<file path="src/rtl/tc_bus_sequencer.sv">
// ---------------------------------------------------------------------------
// tc_bus_sequencer
//
// Bus-side controller for a bank of TC-style registers. Each register has a
// save strobe (captures the shared write bus on the clock edge) and a load
// strobe (drives its value onto an ORed read bus, zero when not loaded).
// One command is executed per start: COPY, WRITE_IMM, READ or CLEAR.
//
// Ports:
//   clk      - clock, rising edge
//   rst      - asynchronous, active-low reset
//   start    - command valid, accepted only while idle
//   op       - 00 COPY, 01 WRITE_IMM, 10 READ, 11 CLEAR
//   src_sel  - source register index (COPY, READ)
//   dst_sel  - destination register index (COPY, WRITE_IMM, CLEAR)
//   imm      - immediate data for WRITE_IMM
//   bus_in   - OR of all register outputs
//   load     - one-hot output-enable strobes
//   save     - one-hot write strobes
//   bus_out  - write data to every register input, zero outside SAVE
//   rdata    - last value captured by a READ or COPY
//   busy     - high whenever a command is in progress
//   done     - one-cycle completion pulse
//   err      - one-cycle pulse with done when a select was out of range
// ---------------------------------------------------------------------------
module tc_bus_sequencer #(
    parameter int BIT_WIDTH = 8,
    parameter int NUM_REGS  = 8,
    parameter int SEL_W     = 4
) (
    input  logic                 clk,
    input  logic                 rst,
    input  logic                 start,
    input  logic [1:0]           op,
    input  logic [SEL_W-1:0]     src_sel,
    input  logic [SEL_W-1:0]     dst_sel,
    input  logic [BIT_WIDTH-1:0] imm,
    input  logic [BIT_WIDTH-1:0] bus_in,
    output logic [NUM_REGS-1:0]  load,
    output logic [NUM_REGS-1:0]  save,
    output logic [BIT_WIDTH-1:0] bus_out,
    output logic [BIT_WIDTH-1:0] rdata,
    output logic                 busy,
    output logic                 done,
    output logic                 err
);

    typedef enum logic [1:0] {
        ST_IDLE = 2'b00,
        ST_LOAD = 2'b01,
        ST_SAVE = 2'b10,
        ST_DONE = 2'b11
    } state_e;

    localparam logic [1:0] OP_COPY      = 2'b00;
    localparam logic [1:0] OP_WRITE_IMM = 2'b01;
    localparam logic [1:0] OP_READ      = 2'b10;
    localparam logic [1:0] OP_CLEAR     = 2'b11;

    // One extra bit so NUM_REGS itself is representable even when 2^SEL_W == NUM_REGS.
    localparam logic [SEL_W:0] NUM_REGS_C = (SEL_W + 1)'(NUM_REGS);

    state_e               state_q, state_d;
    logic [1:0]           op_q, op_d;
    logic [SEL_W-1:0]     src_q, src_d;
    logic [SEL_W-1:0]     dst_q, dst_d;
    logic [BIT_WIDTH-1:0] imm_q, imm_d;
    logic [BIT_WIDTH-1:0] data_q, data_d;
    logic [BIT_WIDTH-1:0] rdata_q, rdata_d;
    logic                 err_q, err_d;

    logic src_bad;
    logic dst_bad;
    logic sel_bad;

    // A select is only invalid if the requested op actually uses it.
    always_comb begin
        src_bad = ({1'b0, src_sel} >= NUM_REGS_C);
        dst_bad = ({1'b0, dst_sel} >= NUM_REGS_C);
        case (op)
            OP_COPY: sel_bad = src_bad | dst_bad;
            OP_READ: sel_bad = src_bad;
            default: sel_bad = dst_bad;
        endcase
    end

    always_ff @(posedge clk or negedge rst) begin
        if (!rst) begin
            state_q <= ST_IDLE;
            op_q    <= '0;
            src_q   <= '0;
            dst_q   <= '0;
            imm_q   <= '0;
            data_q  <= '0;
            rdata_q <= '0;
            err_q   <= 1'b0;
        end else begin
            state_q <= state_d;
            op_q    <= op_d;
            src_q   <= src_d;
            dst_q   <= dst_d;
            imm_q   <= imm_d;
            data_q  <= data_d;
            rdata_q <= rdata_d;
            err_q   <= err_d;
        end
    end

    // Command fields are latched only on acceptance so the strobes never
    // depend on live inputs; invalid commands skip straight to DONE.
    always_comb begin
        state_d = state_q;
        op_d    = op_q;
        src_d   = src_q;
        dst_d   = dst_q;
        imm_d   = imm_q;
        data_d  = data_q;
        rdata_d = rdata_q;
        err_d   = err_q;
        case (state_q)
            ST_IDLE: begin
                if (start) begin
                    op_d  = op;
                    src_d = src_sel;
                    dst_d = dst_sel;
                    imm_d = imm;
                    err_d = sel_bad;
                    if (sel_bad) begin
                        state_d = ST_DONE;
                    end else if ((op == OP_COPY) || (op == OP_READ)) begin
                        state_d = ST_LOAD;
                    end else begin
                        state_d = ST_SAVE;
                    end
                end
            end
            ST_LOAD: begin
                data_d  = bus_in;
                rdata_d = bus_in;
                state_d = (op_q == OP_COPY) ? ST_SAVE : ST_DONE;
            end
            ST_SAVE: begin
                state_d = ST_DONE;
            end
            ST_DONE: begin
                state_d = ST_IDLE;
            end
            default: begin
                state_d = ST_IDLE;
            end
        endcase
    end

    // Strobes and write data decode purely from registered state and fields.
    always_comb begin
        load    = '0;
        save    = '0;
        bus_out = '0;
        for (int i = 0; i < NUM_REGS; i++) begin
            if ((state_q == ST_LOAD) && (src_q == SEL_W'(i))) begin
                load[i] = 1'b1;
            end
            if ((state_q == ST_SAVE) && (dst_q == SEL_W'(i))) begin
                save[i] = 1'b1;
            end
        end
        if (state_q == ST_SAVE) begin
            case (op_q)
                OP_COPY:      bus_out = data_q;
                OP_WRITE_IMM: bus_out = imm_q;
                default:      bus_out = '0;
            endcase
        end
    end

    assign rdata = rdata_q;
    assign busy  = (state_q != ST_IDLE);
    assign done  = (state_q == ST_DONE);
    assign err   = (state_q == ST_DONE) && err_q;

endmodule

</file>
<file path="config.mk">
export PLATFORM = sky130hd
export DESIGN_NAME = tc_bus_sequencer
export DESIGN_NICKNAME = d
export VERILOG_FILES = /design/src/rtl/tc_bus_sequencer.sv
export SDC_FILE = /design/constraint.sdc
export NUM_CORES = 1
export LEC_CHECK = 0
export CORE_ASPECT_RATIO = 0.9
export CORE_MARGIN = 2
export CORE_UTILIZATION = 42
export CTS_CLUSTER_DIAMETER = 60
export DETAILED_ROUTE_END_ITERATION = 6
export GPL_TIMING_DRIVEN = 0
export PLACE_DENSITY = 0.79
export SLEW_MARGIN = 20
export SYNTH_ARGS = -nofsm -noshare
export SYNTH_HDL_FRONTEND = slang
export SYNTH_SLANG_ARGS = --single-unit
export TNS_END_PERCENT = 1
</file>
<file path="constraint.sdc">
create_clock -name clk -period 2.1 [get_ports clk]
set_clock_uncertainty 0.2 [all_clocks]
set_input_delay 0.42 -clock clk [delete_from_list [all_inputs] [get_ports clk]]
set_output_delay 0.42 -clock clk [all_outputs]
set_load 0.005 [all_outputs]
</file>
### Word-level counts from Yosys, hierarchy flattened

Index checks and enable logic that the tools add are counted.

| storage, ports and cells | value |
|---|---|
| flip-flop bits (word level) | 29 |
| input bits | 29 |
| output and inout port bits | 35 |
| word-level logic and storage cells | 79 |

| cells by class | value |
|---|---|
| magnitude comparators | 2 |
| equality and inequality tests | 20 |
| multiplexer cells | 24 |
| bitwise gates (word level) | 1 |
| reductions and logical operators | 25 |

Operators by type and width:

| operator | count |
|---|---|
| $eq A4 B3 Y1 const B | 8 |
| $logic_and A1 B1 Y1 | 17 |
| $mux W1 | 17 |
| $eq A4 B2 Y1 const B | 4 |
| $pmux W8 S2 | 1 |
| $eq A4 B1 Y1 const B | 2 |
| $ge A4 B4 Y1 const B | 2 |
| $logic_not A4 Y1 | 2 |
| $mux W8 | 1 |
| $pmux W2 S4 | 1 |
| $eq A2 B2 Y1 const B | 3 |
| $logic_not A2 Y1 | 3 |
| $mux W2 | 3 |
| $eq A2 B1 Y1 const B | 2 |
| $ne A2 B2 Y1 const B | 1 |
| $pmux W1 S2 | 1 |
| $reduce_and A2 Y1 | 1 |
| $reduce_bool A2 Y1 | 1 |
| $logic_or A1 B1 Y1 | 1 |
| $or A1 B1 Y1 | 1 |

### Longest topological paths before layout

Gate-level depths: netlist of run 1.

| logic depth | value |
|---|---|
| depth in word-level cells | 6 |
| depth in mapped cells | 6 |
| gate-level depth less buffers | 5 |

### Worst setup path after synthesis of run 1

OpenSTA, ideal clock, no wires.

| timing path | value |
|---|---|
| path kind | register to output |
| from | reg state_q[0] |
| to | out save[0] |
| data arrival time | 1.216 ns |
| data required time | 1.480 ns |
| setup slack | 0.264 ns |
| cell stages (with the launch flop) | 5 |
| path buffers | 0 |
| path through | dfrtp_1 inv_1 ha_1 or3b_1 nor3_2 |

| between the ends | value |
|---|---|
| cells in the longest elaborated chain, start to end | 3 |

Ends and longest elaborated chain:

| what | line | source |
|---|---|---|
| start, declared | 63 | `state_e state_q, state_d;` |
| start signal, assigned | 98 | `state_q <= state_d;` |
| $eq A2 B2 Y1 | 163 | `if ((state_q == ST_SAVE) && (dst_q == SEL_W'(i))) begin` |
| $logic_and A1 B1 Y1 | 163 |  |
| $mux W1 | 163 |  |
| end, declared | 40 | `output logic [NUM_REGS-1:0] save,` |

No other way between the ends.

### Final worst setup path of run 1

Ends and elaborated chain as after synthesis.

==> out/results.txt, run 1 <==
status -> complete, but fails checks
failing checks -> negative setup slack
Initial Util -> 0.443
total stage count of the critical path -> 5
Critical Path AT -> 1.58 ns
num rows -> 20
overall die height -> 61.1 um
WL met3 -> 166 um
initial DRC count -> 46
CP peak stage delay -> 0.43 ns
Worst IR Drop VDD -> 0.000824 V
# port buffers -> 63
CTS root buf -> clkbuf_8
CP startpoint -> state_q[0]
post-synthesis sequential area ratio -> 0.478
largest net degree at the start of global routing -> 30
Fin. Hold Viols -> 0
Primary FF master, synth -> dfrtp_1
DRC viols -> 0
clk sink count -> 29
worst setup margin -> -0.101 ns
syn_area_per_cell -> 12.0 sq um
synthesis-to-layout area growth -> 58.1%
H-Tree Depth -> 2
number of routed nets with antenna violations -> 0
Ys Warns -> 0
CP Capture Type -> output port
Synth top area share -> 0.478
global-route wire length before repair -> 6.02 mm
Mapped Cells -> 127
gpl congestion -> 0.718
Slew @ Worst Pin -> 0.643 ns
Place WS -> -0.408 ns
worst hold-check path type -> flop to flop
Final min period -> 2.20 ns
Met2 Wirelength -> 2.13 mm
reg2reg start -> state_q[0]
total power per unit cell area -> 1390 nW/um^2
Die ar. -> 4110 sq um
M1 wire length -> 1.54 mm
vias in the first global route -> 1285
CORE AREA -> 3430 sq um
share of layout cells above drive strength 1 -> 0.423
Crit path buffers/inverters -> 2
via count -> 1312
Tcrit/Tclk final -> 1.05
max frequency -> 454 MHz
number of enable flip-flop cells after synthesis -> 0
max-slew violations -> 0
Fillers -> 243
drt first pass iters -> 4
leakage -> 1.07 nW
ys async rst share -> 1.00
CTS tree -> yes
Post-Synthesis Cell Area -> 1520 sq um
Cell Count Post-Placement -> 234
Routed WL per cell -> 15.6 um
top layer in use -> met4
Critical Path, Cell by Cell -> inv_2 > ha_4 > or3b_4 > nor3_4 > buf_2
most frequent cell after synthesis -> dfrtp_1
I/O pin count -> 64
critical path type -> flop to output port
Max transition margin -> 0.571
global route overflow -> 0
hold_sp -> err_q
diode count -> 0
vias per std cell -> 5.21
clock-pin slew on the worst setup and hold paths -> 0.06 ns
hpwl dp -> 2.79 mm
Die Wd -> 67.4 um
initial antenna violation count -> 0
post-synth top area cell -> dfrtp_1
final setup vio count -> 11
cell family with most CP delay -> simple AND/OR/NAND/NOR gates
commonest cells in the netlist -> 29 x dfrtp_1, 26 x mux2_2, 17 x nor2_1, 8 x mux2i_1, 5 x ha_1
Net Count, Synth -> 161
Crit Path Max Fanout -> 4
total CTS buffers -> 5
register bit total from synthesis -> 29
largest cells by area after synthesis -> dfrtp_1 48%, mux2_2 19%, mux2i_1 5.3%
Post-Route Utilization -> 0.700
GR Util All Layers -> 0.205
RSZ-0062 raised after global routing -> true
CP startpoint kind -> flop
slowest stage cell, crit path -> dfrtp_2
Critical Path RT -> 1.48 ns
worst skew pair latency -> 0.28 ns
Nets -> 241
Register-to-Register Path Depth -> 6
hold depth -> 1
MaxCap Viol Count -> 0
Final Non-Filler Cells -> 252
Clock Path Buffers -> 2
Routed WL -> 3.93 mm
Yosys cell types -> 29
total power -> 0.00334 W
[state kept, by name, summed over array words and instances, names as in the netlist]
| name | cells |
|---|---|
| imm_q | 8 |
| rdata | 8 |
| dst_q | 4 |
| src_q | 4 |
| op_q | 2 |
| state_q | 2 |
| err_q | 1 |
[area by class of cell]
type                    count  area (sq um)  area share
multi-input cells          89           820       0.341
flip-flops and latches     29           727       0.303
repair buffers             74           642       0.267
clock buffers               7          96.3      0.0401
well taps                  44          55.1      0.0229
plain buffers               5          45.0      0.0188
inverters                   3          11.3     0.00469
clock inverters             1          5.00     0.00208
[routing by layer]
layer  track usage  up-vias
met5             0        -
met2         0.382       41
met3        0.0585       11
met4        0.0875        0
met1         0.220      654
li1              -      606
[stage by stage]
step	instance area, sq um	hold WS (ns)	setup TNS (ns)
2_1_floorplan	1520	-0.0756	0
3_3_place_gp	2200	0.255	-6.35
3_5_place_dp	2200	0.265	-6.40
4_1_cts	2390	0.278	-0.665
5_1_grt	2400	0.305	-1.65
6_report	2400	0.275	-0.556
[report_power, final]
group,total [W],switching [W],leakage (nW),internal (W)
clock,0.000499,0.000204,0.0542,0.000295
combinational,0.00171,0.000692,0.675,0.00102
sequential,0.00113,0.000280,0.341,0.000853
[placed cells by master (no fill, tap or decap), types with 2 or more instances in the layout]
master,synthesis,layout
nor4_2,0,3
ha_1,5,2
mux2i_1,8,8
nand2_1,4,4
buf_2,0,6
a21o_1,3,3
clkdlybuf4s15_2,0,3
buf_4,3,10
clkbuf_2,0,11
clkdlybuf4s50_1,0,35
clkbuf_8,0,7
buf_6,1,3
dfrtp_1,29,28
mux2_2,26,26
dlygate4sd2_1,0,2
inv_2,0,2
nor3_1,3,2
nor4b_2,1,2
nand2b_1,3,2
clkdlybuf4s15_1,0,5
nor2b_1,2,2
nor2_1,17,17
ha_4,0,2
[final timing paths]
| kind | end | slack (ns) |
|---|---|---|
| worst max register to register | imm_q[6] | 0.34 |
| worst min-delay path | err_q | 0.27 |
| max in group asynchronous | state_q[0] | 0.74 |
| worst max-delay path | save[0] | -0.10 |
| worst min register to register | err_q | 0.27 |
| min in group asynchronous | imm_q[5] | 0.49 |
[kinds of logic after synthesis]
family	Yosys count	share of synthesized area
adders and majority gates	5	0.0412
buffers and inverters	9	0.0346
muxes	34	0.245
DFF	29	0.478
AOI/OAI and AO/OA	7	0.0412
and+or+nand+nor	43	0.160
[what timing repair did]
item                                    4_1_cts  5_1_grt
endpoints found under the setup margin       26       26
resized for setup                            63       33
endpoints found under the hold margin        29        0
hold buffers                                  1        0
pin swaps                                     2        2
buffers inserted                              6        4
Note: power is estimated with default switching activity, not from simulation.
==> inputs of run 2 (changes only) <==
- CAP_MARGIN: not set -> 20
- MAX_ROUTING_LAYER: not set -> met4
==> run 2 against run 1 <==
  * The run still ends with negative setup slack left
  * Die area stayed put
  * Highest routed layer unchanged
  * Non-clock buffer count unchanged
  * Largest power group unchanged
  * Worst hold slack stayed put
  * Largest cell class unchanged
  * Global-route usage rose by 0.67 points
==> out/results.txt, run 2 (synthesized netlist as in run 1, its figures left out) <==
GR Util All Layers -> 0.212
global-route wire length before repair -> 6.02 mm
cell family with most CP delay -> simple AND/OR/NAND/NOR gates
DRC viols -> 0
commonest non-fill, non-tap cell in the layout -> clkdlybuf4s50_1
Die ar. -> 4110 sq um
total power per unit cell area -> 1390 nW/um^2
initial antenna violation count -> 0
clk sink count -> 29
H-Tree Depth -> 2
leakage -> 1.07 nW
CORE AREA -> 3430 sq um
Die Wd -> 67.4 um
diode count -> 0
max frequency -> 454 MHz
Max transition margin -> 0.571
Tcrit/Tclk final -> 1.05
CP Capture Type -> output port
Routed WL per cell -> 15.6 um
Critical Path RT -> 1.48 ns
largest net degree at the start of global routing -> 30
Fillers -> 243
most frequent cells in the layout -> 35 x clkdlybuf4s50_1, 28 x dfrtp_1, 26 x mux2_2
CP peak stage delay -> 0.43 ns
CTS tree -> yes
Slew @ Worst Pin -> 0.643 ns
I/O pin count -> 64
CTS root buf -> clkbuf_8
reg2reg start -> state_q[0]
Final min period -> 2.20 ns
Fin. Hold Viols -> 0
failing checks -> negative setup slack
# port buffers -> 63
MaxCap Viol Count -> 0
worst setup margin -> -0.101 ns
Critical Path, Cell by Cell -> inv_2 > ha_4 > or3b_4 > nor3_4 > buf_2
slowest stage cell, crit path -> dfrtp_2
hold_sp -> err_q
CP startpoint kind -> flop
Crit Path Max Fanout -> 4
RSZ-0062 raised after global routing -> true
gpl congestion -> 0.726
synthesis-to-layout area growth -> 58.1%
Crit path buffers/inverters -> 2
Clock Path Buffers -> 2
vias in the first global route -> 1284
num rows -> 20
number of routed nets with antenna violations -> 0
global route overflow -> 0
worst skew pair latency -> 0.28 ns
worst hold-check path type -> flop to flop
Worst IR Drop VDD -> 0.000824 V
Routed WL -> 3.92 mm
status -> complete, but fails checks
Nets -> 241
vias per std cell -> 5.21
max-slew violations -> 0
share of layout cells above drive strength 1 -> 0.423
drt first pass iters -> 4
via count -> 1314
total CTS buffers -> 5
setup_tns -> -0.539 ns
overall die height -> 61.1 um
CP startpoint -> state_q[0]
Final Hold Slack -> 0.275 ns
hpwl dp -> 2.79 mm
Initial Util -> 0.443
Critical Path AT -> 1.58 ns
critical path type -> flop to output port
initial DRC count -> 47
final setup vio count -> 11
clock-pin slew on the worst setup and hold paths -> 0.06 ns
-- run 2: cell counts in the layout (fill, tap and decap cells not counted) --
No cell type changed its count.
-- run 2: worst paths after layout --
| check | cells after the start | endpoint | slack (ns) |
|---|---|---|---|
| worst min register to register | 1 | err_q | 0.27 |
| max in group asynchronous | 2 | state_q[0] | 0.74 |
| worst max register to register | 6 | imm_q[6] | 0.34 |
| worst min-delay path | 1 | err_q | 0.27 |
| worst max-delay path | 5 | save[0] | -0.10 |
| min in group asynchronous | 2 | imm_q[5] | 0.49 |
-- run 2: repair_timing --
action / in CTS / in global routing
setup buffers: 6 / 4
gates resized for setup: 63 / 33
cloned: 0 / 0
hold buffers: 1 / 0
pin swaps: 2 / 2
hold endpoints to repair: 29 / 0
setup endpoints to repair: 26 / 26
-- run 2: where the power goes --
part | internal, W | leakage [nW] | switching, W
Sequential | 0.000853 | 0.341 | 0.000278
Combinational | 0.00102 | 0.675 | 0.000692
Clock | 0.000295 | 0.0542 | 0.000204
Total | 0.00217 | 1.07 | 0.00117
-- run 2: metrics by stage --
stage / worst slack, ns / std cells / util / power, W / area [sq um]
5_1_grt: -0.172 / 252 / 0.700 / 0.00358 / 2400
2_1_floorplan: 0.264 / 127 / - / 0.00197 / 1520
6_report: -0.101 / 252 / 0.700 / 0.00334 / 2400
3_3_place_gp: -0.310 / 234 / 0.643 / 0.00255 / 2200
4_1_cts: -0.262 / 248 / 0.698 / 0.00328 / 2390
3_5_place_dp: -0.408 / 234 / 0.642 / 0.00264 / 2200
-- run 2: layout make-up --
| cell class | count | area [sq um] | area share |
|---|---|---|---|
| multi-input cells | 89 | 820 | 0.341 |
| flip-flops and latches | 29 | 727 | 0.303 |
| repair buffers | 74 | 642 | 0.267 |
| clock buffers | 7 | 96.3 | 0.0401 |
| well taps | 44 | 55.1 | 0.0229 |
| plain buffers | 5 | 45.0 | 0.0188 |
| inverters | 3 | 11.3 | 0.00469 |
| clock inverters | 1 | 5.00 | 0.00208 |
-- run 2: layer usage --
metal,vias to the layer above,GRT usage,part of all wire
met3,11,0.0585,0.046
met5,-,-,0
met4,0,0.0875,0.024
li1,606,-,-
met2,45,0.382,0.54
met1,652,0.220,0.39
==> inputs of run 3 (changes only) <==
- SKIP_LAST_GASP: not set -> 1
==> run 3 against run 2 <==
  * Final area unchanged
  * The run still ends with negative setup slack left
  * Global-route usage up 0.082 points
  * First-iteration DRC count down 30%
  * Clock power about the same
  * Register-to-register slack worse by 0.10 ns
  * Worst hold slack worse by 0.0038 ns
  * Non-clock buffer count down 3
  * Die area unchanged
  * Sequential share of layout area unchanged
  * Maximum frequency down 7.2%
==> out/results.txt, run 3 (synthesized netlist as in run 1, its figures left out) <==
worst skew pair latency -> 0.28 ns
Slew @ Worst Pin -> 0.647 ns
Register-to-Register Path Depth -> 6
Die ar. -> 4110 sq um
drt first pass iters -> 4
global route overflow -> 0
vias in the first global route -> 1294
global-route wire length before repair -> 6.07 mm
CP startpoint kind -> flop
slowest stage cell, crit path -> clkdlybuf4s50_1
total CTS buffers -> 5
overall die height -> 61.1 um
Fillers -> 252
RSZ-0062 raised after global routing -> true
commonest non-fill, non-tap cell in the layout -> clkdlybuf4s50_1
Routed WL -> 3.85 mm
I/O pin count -> 64
CTS tree -> yes
Max transition margin -> 0.569
most frequent cells in the layout -> 49 x clkdlybuf4s50_1, 28 x dfrtp_1, 26 x mux2_2
setup_tns -> -4.19 ns
flop2flop setup slack -> 0.24 ns
initial antenna violation count -> 0
H-Tree Depth -> 2
num rows -> 20
# port buffers -> 63
Critical Path RT -> 1.48 ns
total power per unit cell area -> 1380 nW/um^2
CP Capture Type -> output port
leakage -> 1.06 nW
Critical Path, Cell by Cell -> inv_2 > ha_4 > nand2b_4 > nor2_1 > clkdlybuf4s50_1
DRC viols -> 0
Worst Hold Endpoint -> err_q
Clock Path Buffers -> 2
Crit Path Max Fanout -> 8
GR Util All Layers -> 0.213
Post-Route Utilization -> 0.700
clock-pin slew on the worst setup and hold paths -> 0.06 ns
MaxCap Viol Count -> 0
critical path type -> flop to output port
Routed WL per cell -> 15.4 um
hold depth -> 1
Crit path buffers/inverters -> 2
Tcrit/Tclk final -> 1.13
diode count -> 0
final setup vio count -> 26
via count -> 1291
CTS root buf -> clkbuf_8
reg2reg start -> state_q[0]
Worst IR Drop VDD -> 0.000828 V
Place WS -> -0.408 ns
initial DRC count -> 33
share of layout cells above drive strength 1 -> 0.307
largest net degree at the start of global routing -> 30
clk sink count -> 29
FF-to-FF End -> imm_q[6]
Critical Path AT -> 1.75 ns
hold_sp -> err_q
final std cell area, no fill -> 2400 sq um
hpwl dp -> 2.79 mm
worst hold-check path type -> flop to flop
max-slew violations -> 0
Fin. Hold Viols -> 0
gpl congestion -> 0.726
number of routed nets with antenna violations -> 0
Initial Util -> 0.443
Final min period -> 2.37 ns
cell family with most CP delay -> buffers and inverters
status -> complete, but fails checks
CORE AREA -> 3430 sq um
Nets -> 238
Area after DPL -> 2200 sq um
vias per std cell -> 5.18
Die Wd -> 67.4 um
CP peak stage delay -> 0.51 ns
max frequency -> 422 MHz
worst setup margin -> -0.272 ns
synthesis-to-layout area growth -> 58.1%
failing checks -> negative setup slack
==> run 3: worst register-to-register path: cells and delay by family, from the launching register on <==
kind	cells	cell delay, ns
buf+inv	3	0.42
flops	1	0.43
simple gates	1	0.10
fa+ha+maj	1	0.22
mux	1	0.36
==> run 3: power by group <==
part           internal (W)  switching, W
registers          0.000854      0.000267
clock network      0.000295      0.000201
logic               0.00103      0.000662
total               0.00218       0.00113
==> run 3: routing by layer <==
layer / routed length (um) / vias up / track usage
met5: 0 / - / -
met4: 74 / 0 / 0.0933
met3: 148 / 7 / 0.0603
met2: 2100 / 40 / 0.379
met1: 1520 / 647 / 0.221
li1: - / 597 / -
==> run 3: area by class of cell <==
cell class | instances | area, sq um | area share
multi-input combinational | 89 | 793 | 0.330
sequential | 29 | 727 | 0.303
timing repair buffer | 71 | 668 | 0.278
clock buffer | 7 | 96.3 | 0.0401
tap | 44 | 55.1 | 0.0229
buffer | 5 | 45.0 | 0.0188
inverter | 3 | 11.3 | 0.00469
clock inverter | 1 | 5.00 | 0.00208
==> run 3: repair_timing <==
| action | 4_1_cts | 5_1_grt |
|---|---|---|
| setup endpoints to repair | 26 | 27 |
| endpoints found under the hold margin | 29 | 0 |
| buffers inserted | 6 | 1 |
| gates cloned | 0 | 0 |
| hold buffers | 1 | 0 |
| gates resized for setup | 28 | 2 |
| pin swaps | 1 | 0 |
==> run 3: how the worst max path moves through the flow <==
| stage | startpoint | to | slack (ns) | cells past startpoint |
|---|---|---|---|---|
| floorplan | state_q[0] | save[0] | 0.26 | 4 |
| global placement | state_q[0] | save[0] | -0.31 | 5 |
| detailed placement | state_q[1] | load[5] | -0.41 | 6 |
| CTS | state_q[0] | save[0] | -0.28 | 5 |
| global route | state_q[0] | save[5] | -0.33 | 5 |
| finish | state_q[0] | bus_out[0] | -0.27 | 5 |
==> run 3: stage by stage <==
| stage | hold slack (ns) | cells | power [W] |
|---|---|---|---|
| 2_1_floorplan | -0.0756 | 127 | 0.00197 |
| 3_3_place_gp | 0.255 | 234 | 0.00255 |
| 3_5_place_dp | 0.265 | 234 | 0.00264 |
| 4_1_cts | 0.278 | 248 | 0.00332 |
| 5_1_grt | 0.305 | 249 | 0.00355 |
| 6_report | 0.271 | 249 | 0.00331 |
